**src/rtl/jk_counter_driver_if.sv**
```systemverilog
// Handshake bundle between a controller and the JK excitation driver.
// The master drives the count controls and the bank feedback; the slave
// (the driver) returns the reference count, the excitation and the flags.
interface jk_counter_driver_if #(
    parameter int W = 4
);
    logic         En;
    logic         Up;
    logic         Load;
    logic [W-1:0] Din;
    logic         ChkEn;
    logic [W-1:0] Fb;
    logic [W-1:0] Cnt;
    logic [W-1:0] J;
    logic [W-1:0] K;
    logic         Tc;
    logic         Err;

    modport master (
        output En, Up, Load, Din, ChkEn, Fb,
        input  Cnt, J, K, Tc, Err
    );

    modport slave (
        input  En, Up, Load, Din, ChkEn, Fb,
        output Cnt, J, K, Tc, Err
    );
endinterface

```
**src/rtl/jk_counter_driver.sv**
```systemverilog
// Excitation driver for a bank of master-slave JK flip-flops. Keeps a
// reference modulo-MOD up/down count, derives per-bit J/K so an external
// bank clocked on the same Clk follows it, and flags feedback divergence.

// Per-bit excitation: set on a 0->1 transition, reset on 1->0, otherwise
// leave both inputs low so J and K are never asserted together.
module jk_exc_bit (
    input  logic q,
    input  logic n,
    input  logic clr,
    output logic j,
    output logic k
);
    // Pure transition decode, suppressed while the bank is being cleared.
    always_comb begin
        j = ~clr & ~q &  n;
        k = ~clr &  q & ~n;
    end
endmodule

module jk_counter_driver #(
    parameter int W   = 4,
    parameter int MOD = 10
) (
    input  logic                 Clk,
    input  logic                 Clr,
    jk_counter_driver_if.slave   bus
);
    // Modulus may equal 2^W, so the range compare needs one extra bit.
    localparam logic [W:0]   MOD_X = (W+1)'(MOD);
    localparam logic [W-1:0] TOP   = W'(MOD - 1);

    logic [W-1:0] cnt_q;
    logic         err_q;
    logic [W-1:0] nxt;
    logic [W-1:0] j_w;
    logic [W-1:0] k_w;

    // Next-count selection: load (with out-of-range clamp) beats enable.
    always_comb begin
        nxt = cnt_q;
        if (bus.Load) begin
            nxt = ({1'b0, bus.Din} < MOD_X) ? bus.Din : '0;
        end else if (bus.En) begin
            if (bus.Up) nxt = (cnt_q == TOP)   ? '0  : cnt_q + W'(1);
            else        nxt = (cnt_q == '0)    ? TOP : cnt_q - W'(1);
        end
    end

    // Reference count register; cleared asynchronously with the bank.
    always_ff @(posedge Clk or posedge Clr) begin
        if (Clr) cnt_q <= '0;
        else     cnt_q <= nxt;
    end

    // Sticky divergence flag; a load re-synchronises the bank so it clears.
    always_ff @(posedge Clk or posedge Clr) begin
        if (Clr)                                   err_q <= 1'b0;
        else if (bus.Load)                         err_q <= 1'b0;
        else if (bus.ChkEn && (bus.Fb != cnt_q))   err_q <= 1'b1;
    end

    genvar i;
    generate
        for (i = 0; i < W; i++) begin : g_bit
            jk_exc_bit u_exc (
                .q   (cnt_q[i]),
                .n   (nxt[i]),
                .clr (Clr),
                .j   (j_w[i]),
                .k   (k_w[i])
            );
        end
    endgenerate

    // Terminal count flags the wrap edge of an enabled, non-load cycle.
    always_comb begin
        bus.Tc  = bus.En & ~bus.Load &
                  ((bus.Up & (cnt_q == TOP)) | (~bus.Up & (cnt_q == '0)));
        bus.Cnt = cnt_q;
        bus.Err = err_q;
        bus.J   = j_w;
        bus.K   = k_w;
    end
endmodule

```
**src/flat_wrapper.sv**
```systemverilog
// flat-port wrapper written by rule: the top's interface ports become plain ports
module jk_counter_driver_flat 
#(
    parameter int W   = 4,
    parameter int MOD = 10
)
  (Clk, Clr, bus_En, bus_Up, bus_Load, bus_Din, bus_ChkEn, bus_Fb, bus_Cnt, bus_J, bus_K, bus_Tc, bus_Err);
  jk_counter_driver_if #(.W(W)) bus_i ();
  input  logic Clk;
  input  logic Clr;
  input wire logic [$bits(bus_i.En)-1:0] bus_En;
  input wire logic [$bits(bus_i.Up)-1:0] bus_Up;
  input wire logic [$bits(bus_i.Load)-1:0] bus_Load;
  input wire logic [$bits(bus_i.Din)-1:0] bus_Din;
  input wire logic [$bits(bus_i.ChkEn)-1:0] bus_ChkEn;
  input wire logic [$bits(bus_i.Fb)-1:0] bus_Fb;
  output wire logic [$bits(bus_i.Cnt)-1:0] bus_Cnt;
  output wire logic [$bits(bus_i.J)-1:0] bus_J;
  output wire logic [$bits(bus_i.K)-1:0] bus_K;
  output wire logic [$bits(bus_i.Tc)-1:0] bus_Tc;
  output wire logic [$bits(bus_i.Err)-1:0] bus_Err;
  assign bus_i.En = bus_En;
  assign bus_i.Up = bus_Up;
  assign bus_i.Load = bus_Load;
  assign bus_i.Din = bus_Din;
  assign bus_i.ChkEn = bus_ChkEn;
  assign bus_i.Fb = bus_Fb;
  assign bus_Cnt = bus_i.Cnt;
  assign bus_J = bus_i.J;
  assign bus_K = bus_i.K;
  assign bus_Tc = bus_i.Tc;
  assign bus_Err = bus_i.Err;
  jk_counter_driver #(.W(W), .MOD(MOD)) u_core (.Clk(Clk), .Clr(Clr), .bus(bus_i));
endmodule
```
**config.mk**
```make
export PLATFORM = sky130hd
export DESIGN_NAME = jk_counter_driver_flat
export DESIGN_NICKNAME = d
export VERILOG_FILES = /design/src/rtl/jk_counter_driver_if.sv /design/src/rtl/jk_counter_driver.sv /design/src/flat_wrapper.sv
export SDC_FILE = /design/constraint.sdc
export NUM_CORES = 1
export LEC_CHECK = 0
export CAP_MARGIN = 20
export CORE_MARGIN = 1
export CORE_UTILIZATION = 46
export DETAILED_ROUTE_END_ITERATION = 16
export GPL_ROUTABILITY_DRIVEN = 0
export PLACE_DENSITY = 0.84
export SYNTH_ARGS = -nofsm -noshare
export SYNTH_HDL_FRONTEND = slang
export SYNTH_SLANG_ARGS = --single-unit
```
**constraint.sdc**
```tcl
create_clock -name Clk -period 4.1 [get_ports Clk]
set_clock_uncertainty 0.1 [all_clocks]
set_input_delay 0.615 -clock Clk [delete_from_list [all_inputs] [get_ports Clk]]
set_output_delay 0.615 -clock Clk [all_outputs]
set_load 0.01 [all_outputs]
```
==> impl_metrics.prom <==
# TYPE chip_impl_metric gauge
chip_impl_info{name="status",value="completed"} 1
chip_impl_metric{name="leakage",unit="nW"} 0.312
chip_impl_metric{name="post_drt_via_cell_ratio",unit=""} 5.62
chip_impl_metric{name="area_growth_syn_to_layout",unit="%"} 25.4
chip_impl_info{name="yosys-top-cells-area",value="sky130_fd_sc_hd__dfrtp_1, sky130_fd_sc_hd__buf_4, sky130_fd_sc_hd__xnor2_1, sky130_fd_sc_hd__nor2_1, sky130_fd_sc_hd__a211oi_1"} 1
chip_impl_metric{name="synth.yosys.warnings",unit=""} 0
chip_impl_metric{name="total_count_of_hold_check_failures_in_the_final_report",unit=""} 0
chip_impl_metric{name="power",unit="W"} 0.000233
chip_impl_metric{name="synthArstFlopShare",unit="%"} 100
chip_impl_metric{name="net-switching-power",unit="W"} 0.0000837
chip_impl_metric{name="initialDrtViolationCount",unit=""} 16
chip_impl_metric{name="synth_seq_cells",unit=""} 5
chip_impl_metric{name="yosysSeqAreaShare",unit="%"} 17.8
chip_impl_metric{name="area_of_the_multi_input_gates",unit="µm²"} 435
chip_impl_info{name="final_common_cell",value="sky130_fd_sc_hd__clkdlybuf4s50_1"} 1
chip_impl_metric{name="fmax",unit="GHz"} 0.287
chip_impl_metric{name="via_count",unit=""} 629
chip_impl_metric{name="power.density",unit="nW/µm²"} 264
chip_impl_info{name="synth-main-ff-cell",value="sky130_fd_sc_hd__dfrtp_1"} 1
chip_impl_metric{name="sequential_cell_area",unit="µm²"} 125
chip_impl_metric{name="hold_buffers",unit=""} 0
chip_impl_metric{name="post_synth_instance_area",unit="µm²"} 704
chip_impl_metric{name="relSlewSlack",unit="%"} 62.6
chip_impl_metric{name="count_of_cells_along_the_worst_hold_path",unit=""} 2
chip_impl_metric{name="route.detailed.wl_per_inst",unit="µm"} 14.2
chip_impl_metric{name="clockBufferDepth",unit=""} 2
chip_impl_info{name="topRoutingLayerUsed",value="met4"} 1
chip_impl_metric{name="worst_path_arrival",unit="ns"} 2.77
chip_impl_metric{name="internal-power",unit="W"} 0.000150
chip_impl_metric{name="first_global_vias",unit=""} 547
chip_impl_metric{name="clock_buffers_created_by_tritoncts",unit=""} 3
chip_impl_metric{name="switching_share_of_power",unit="%"} 35.9
chip_impl_info{name="highest_count_cells_in_the_layout_ignoring_fill_and_taps",value="sky130_fd_sc_hd__clkdlybuf4s50_1, sky130_fd_sc_hd__nor2_1, sky130_fd_sc_hd__xnor2_1, sky130_fd_sc_hd__dfrtp_1"} 1
chip_impl_metric{name="antenna_viol_nets_final",unit=""} 0
chip_impl_metric{name="fin_crit_sh",unit="%"} 85.0
chip_impl_metric{name="numPlacedInstances",unit=""} 108
chip_impl_metric{name="detailed_place.area",unit="µm²"} 857
chip_impl_metric{name="fillers",unit=""} 141
chip_impl_metric{name="floorplan.initialDensity",unit="%"} 51.6
chip_impl_metric{name="detail_route.drc_violations",unit=""} 0
chip_impl_metric{name="final_layout_size_suffix_gt1_share",unit="%"} 12.4
chip_impl_metric{name="cts-resized-gates",unit=""} 0
chip_impl_metric{name="crit_path_max_incr_delay",unit="ns"} 0.70
chip_impl_metric{name="worst_pin_slew",unit="ns"} 0.562
chip_impl_metric{name="wl_met3",unit="µm"} 72
chip_impl_metric{name="antenna_found_initial",unit=""} 0
chip_impl_metric{name="wire_length_of_the_first_global_routing_pass",unit="µm"} 2420
chip_impl_metric{name="power_frac_comb",unit="%"} 41.9
chip_impl_metric{name="synth_top_area_share",unit="%"} 17.8
chip_impl_metric{name="crit_required",unit="ns"} 3.38
chip_impl_info{name="synth_top_area_cell",value="sky130_fd_sc_hd__dfrtp_1"} 1
chip_impl_metric{name="port_buffers",unit=""} 27
chip_impl_metric{name="final_design_area_no_fill",unit="µm²"} 883
chip_impl_metric{name="grt_start_max_net_pins",unit=""} 17
chip_impl_metric{name="die_area",unit="µm²"} 1690
chip_impl_metric{name="yosys.cell_types.count",unit=""} 37
chip_impl_metric{name="min_clock_period_post_route",unit="ns"} 3.48
chip_impl_metric{name="drv.max_cap_violation_count",unit=""} 0
chip_impl_metric{name="clock_sinks",unit=""} 5
chip_impl_info{name="tritoncts_clock_tree",value="built"} 1
chip_impl_info{name="min_from",value="u_core.bus.Err"} 1
chip_impl_info{name="path_common_cell",value="sky130_fd_sc_hd__clkdlybuf4s50_1"} 1
chip_impl_metric{name="report.final.setup_viol",unit=""} 0
chip_impl_metric{name="die_h",unit="µm"} 41.1
chip_impl_metric{name="final_nets",unit=""} 112
chip_impl_metric{name="syn-instance-count",unit=""} 85
chip_impl_metric{name="detailed_routing_iterations_pass_1",unit=""} 4
chip_impl_info{name="hp-class",value="flip-flop to flip-flop"} 1
chip_impl_metric{name="core",unit="µm²"} 1370
chip_impl_metric{name="stdcell_count",unit=""} 112
chip_impl_metric{name="design.portCount",unit=""} 28
chip_impl_metric{name="totalNegativeSetupSlack",unit="ns"} 0
chip_impl_metric{name="synthesis.nets",unit=""} 99
chip_impl_metric{name="gr-total-overflow",unit=""} 0
chip_impl_metric{name="synth_enable_flop_cells",unit=""} 0
chip_impl_metric{name="reg2reg_depth",unit=""} 4
chip_impl_metric{name="synth_area_per_cell",unit="µm²"} 8.29
chip_impl_info{name="crit_path_slowest_cell",value="sky130_fd_sc_hd__clkdlybuf4s50_1"} 1
chip_impl_metric{name="pwr-share-clk",unit="%"} 24.5
chip_impl_metric{name="gr-usage-all-layers",unit="%"} 22.1
chip_impl_metric{name="detailedPlacementHpwl",unit="µm"} 1210
chip_impl_metric{name="wl_met1",unit="µm"} 715
chip_impl_metric{name="final_max_slew_viol_count",unit=""} 0
chip_impl_metric{name="crit_fanout",unit=""} 11
chip_impl_info{name="crit_path_end_kind",value="primary output"} 1
chip_impl_metric{name="final.hold.worst_slack",unit="ns"} 0.413
chip_impl_info{name="rsz_0062_raised_after_global_routing",value="no"} 1
chip_impl_metric{name="die-width",unit="µm"} 41.1
chip_impl_metric{name="clk_transition_reported_paths",unit="ns"} 0.04
chip_impl_metric{name="postCtsSetupRepairBufs",unit=""} 0
chip_impl_metric{name="h-tree-depth",unit=""} 1
chip_impl_info{name="path_class",value="input pin to primary output"} 1
chip_impl_metric{name="wl_met2",unit="µm"} 782
chip_impl_info{name="crit_path_cell_trace",value="clkdlybuf4s50_1 > or2_1 > o41ai_2 > a211oi_1 > o2111a_1 > clkdlybuf4s50_1"} 1
chip_impl_metric{name="antenna_cells_inserted",unit=""} 0
chip_impl_info{name="critPathLaunch",value="bus_Up"} 1
chip_impl_info{name="cts.root.buffer_cell",value="sky130_fd_sc_hd__clkbuf_4"} 1
chip_impl_metric{name="std_cell_rows",unit=""} 13
chip_impl_metric{name="finalWirelength",unit="µm"} 1590
chip_impl_metric{name="ir_worst_vdd",unit="mV"} 0.213
chip_impl_metric{name="worst_skew_pair.late_latency",unit="ns"} 0.25
chip_impl_info{name="r2r_start",value="u_core.bus.Cnt[0]"} 1
chip_impl_info{name="cp-start-kind",value="input pin"} 1
chip_impl_metric{name="power_frac_seq",unit="%"} 33.6
[per-layer routing]
layer  global-route usage (%)  vias up
met5                        0        -
met4                     12.1        0
met3                     3.26        3
met2                     35.2       19
met1                     28.4      287
li1                         -      320
[cell type report]
| type | count | area share, % |
|---|---|---|
| Multi-Input combinational cell | 59 | 49.3 |
| Timing Repair Buffer | 27 | 30.6 |
| Sequential cell | 5 | 14.2 |
| Clock buffer | 4 | 2.97 |
| Tap cell | 15 | 2.12 |
| Inverter | 2 | 0.850 |
[state kept, by name (all words and copies together) (netlist names)]
register,flops
u_core.bus.Err,1
u_core.bus.Cnt,4
[Yosys cell counts, types with 2 or more instances]
cell type                   n
sky130_fd_sc_hd__xnor2_1    6
sky130_fd_sc_hd__o2111a_1   2
sky130_fd_sc_hd__o22ai_1    2
sky130_fd_sc_hd__inv_1      2
sky130_fd_sc_hd__buf_4     14
sky130_fd_sc_hd__o31ai_1    2
sky130_fd_sc_hd__nand2b_1   3
sky130_fd_sc_hd__nor2_1     7
sky130_fd_sc_hd__a21oi_1    3
sky130_fd_sc_hd__a211oi_1   3
sky130_fd_sc_hd__o21ai_1    3
sky130_fd_sc_hd__dfrtp_1    5
sky130_fd_sc_hd__o21ai_0    2
sky130_fd_sc_hd__buf_2      4
sky130_fd_sc_hd__nand2_1    3
sky130_fd_sc_hd__nand3_1    3
[critical path: cells and delay by family]
| kind | cells | cell delay (ns) |
|---|---|---|
| buffers and inverters | 2 | 1.23 |
| AOI/OAI and AO/OA | 3 | 0.70 |
| and+or+nand+nor | 1 | 0.21 |
[power by group through the flow]
stage | registers, W | clock network [W] | logic, W
floorplan | 0.0000633 | 0 | 0.0000867
global placement | 0.0000788 | 0 | 0.0000956
detailed placement | 0.0000794 | 0 | 0.0000975
CTS | 0.0000788 | 0.0000591 | 0.0000984
global route | 0.0000803 | 0.0000644 | 0.000107
finish | 0.0000784 | 0.0000573 | 0.0000978
[worst paths after layout]
check | to | slack [ns]
max | bus_K[3] | 0.62
min | u_core.bus.Err | 0.41
max reg2reg | u_core.bus.Cnt[3] | 2.32
min reg2reg | u_core.bus.Err | 0.41
max in group asynchronous | u_core.bus.Cnt[1] | 2.99
min in group asynchronous | u_core.bus.Cnt[2] | 0.69
[per-stage QoR]
stage / setup slack, ns / utilization (%)
final: 0.617 / 64.7
after global routing: 0.507 / 64.7
after CTS: 0.622 / 64.7
after detailed placement: 0.626 / 62.7
after global placement: 0.650 / 62.7
after floorplan: 1.77 / -
[kinds of logic after synthesis]
kind of cell	share of synthesized area, %
simple gates	26.8
compound gates	27.5
buf+inv	20.4
xor+xnor	7.46
flops	17.8
(Power assumes the default switching activity.)
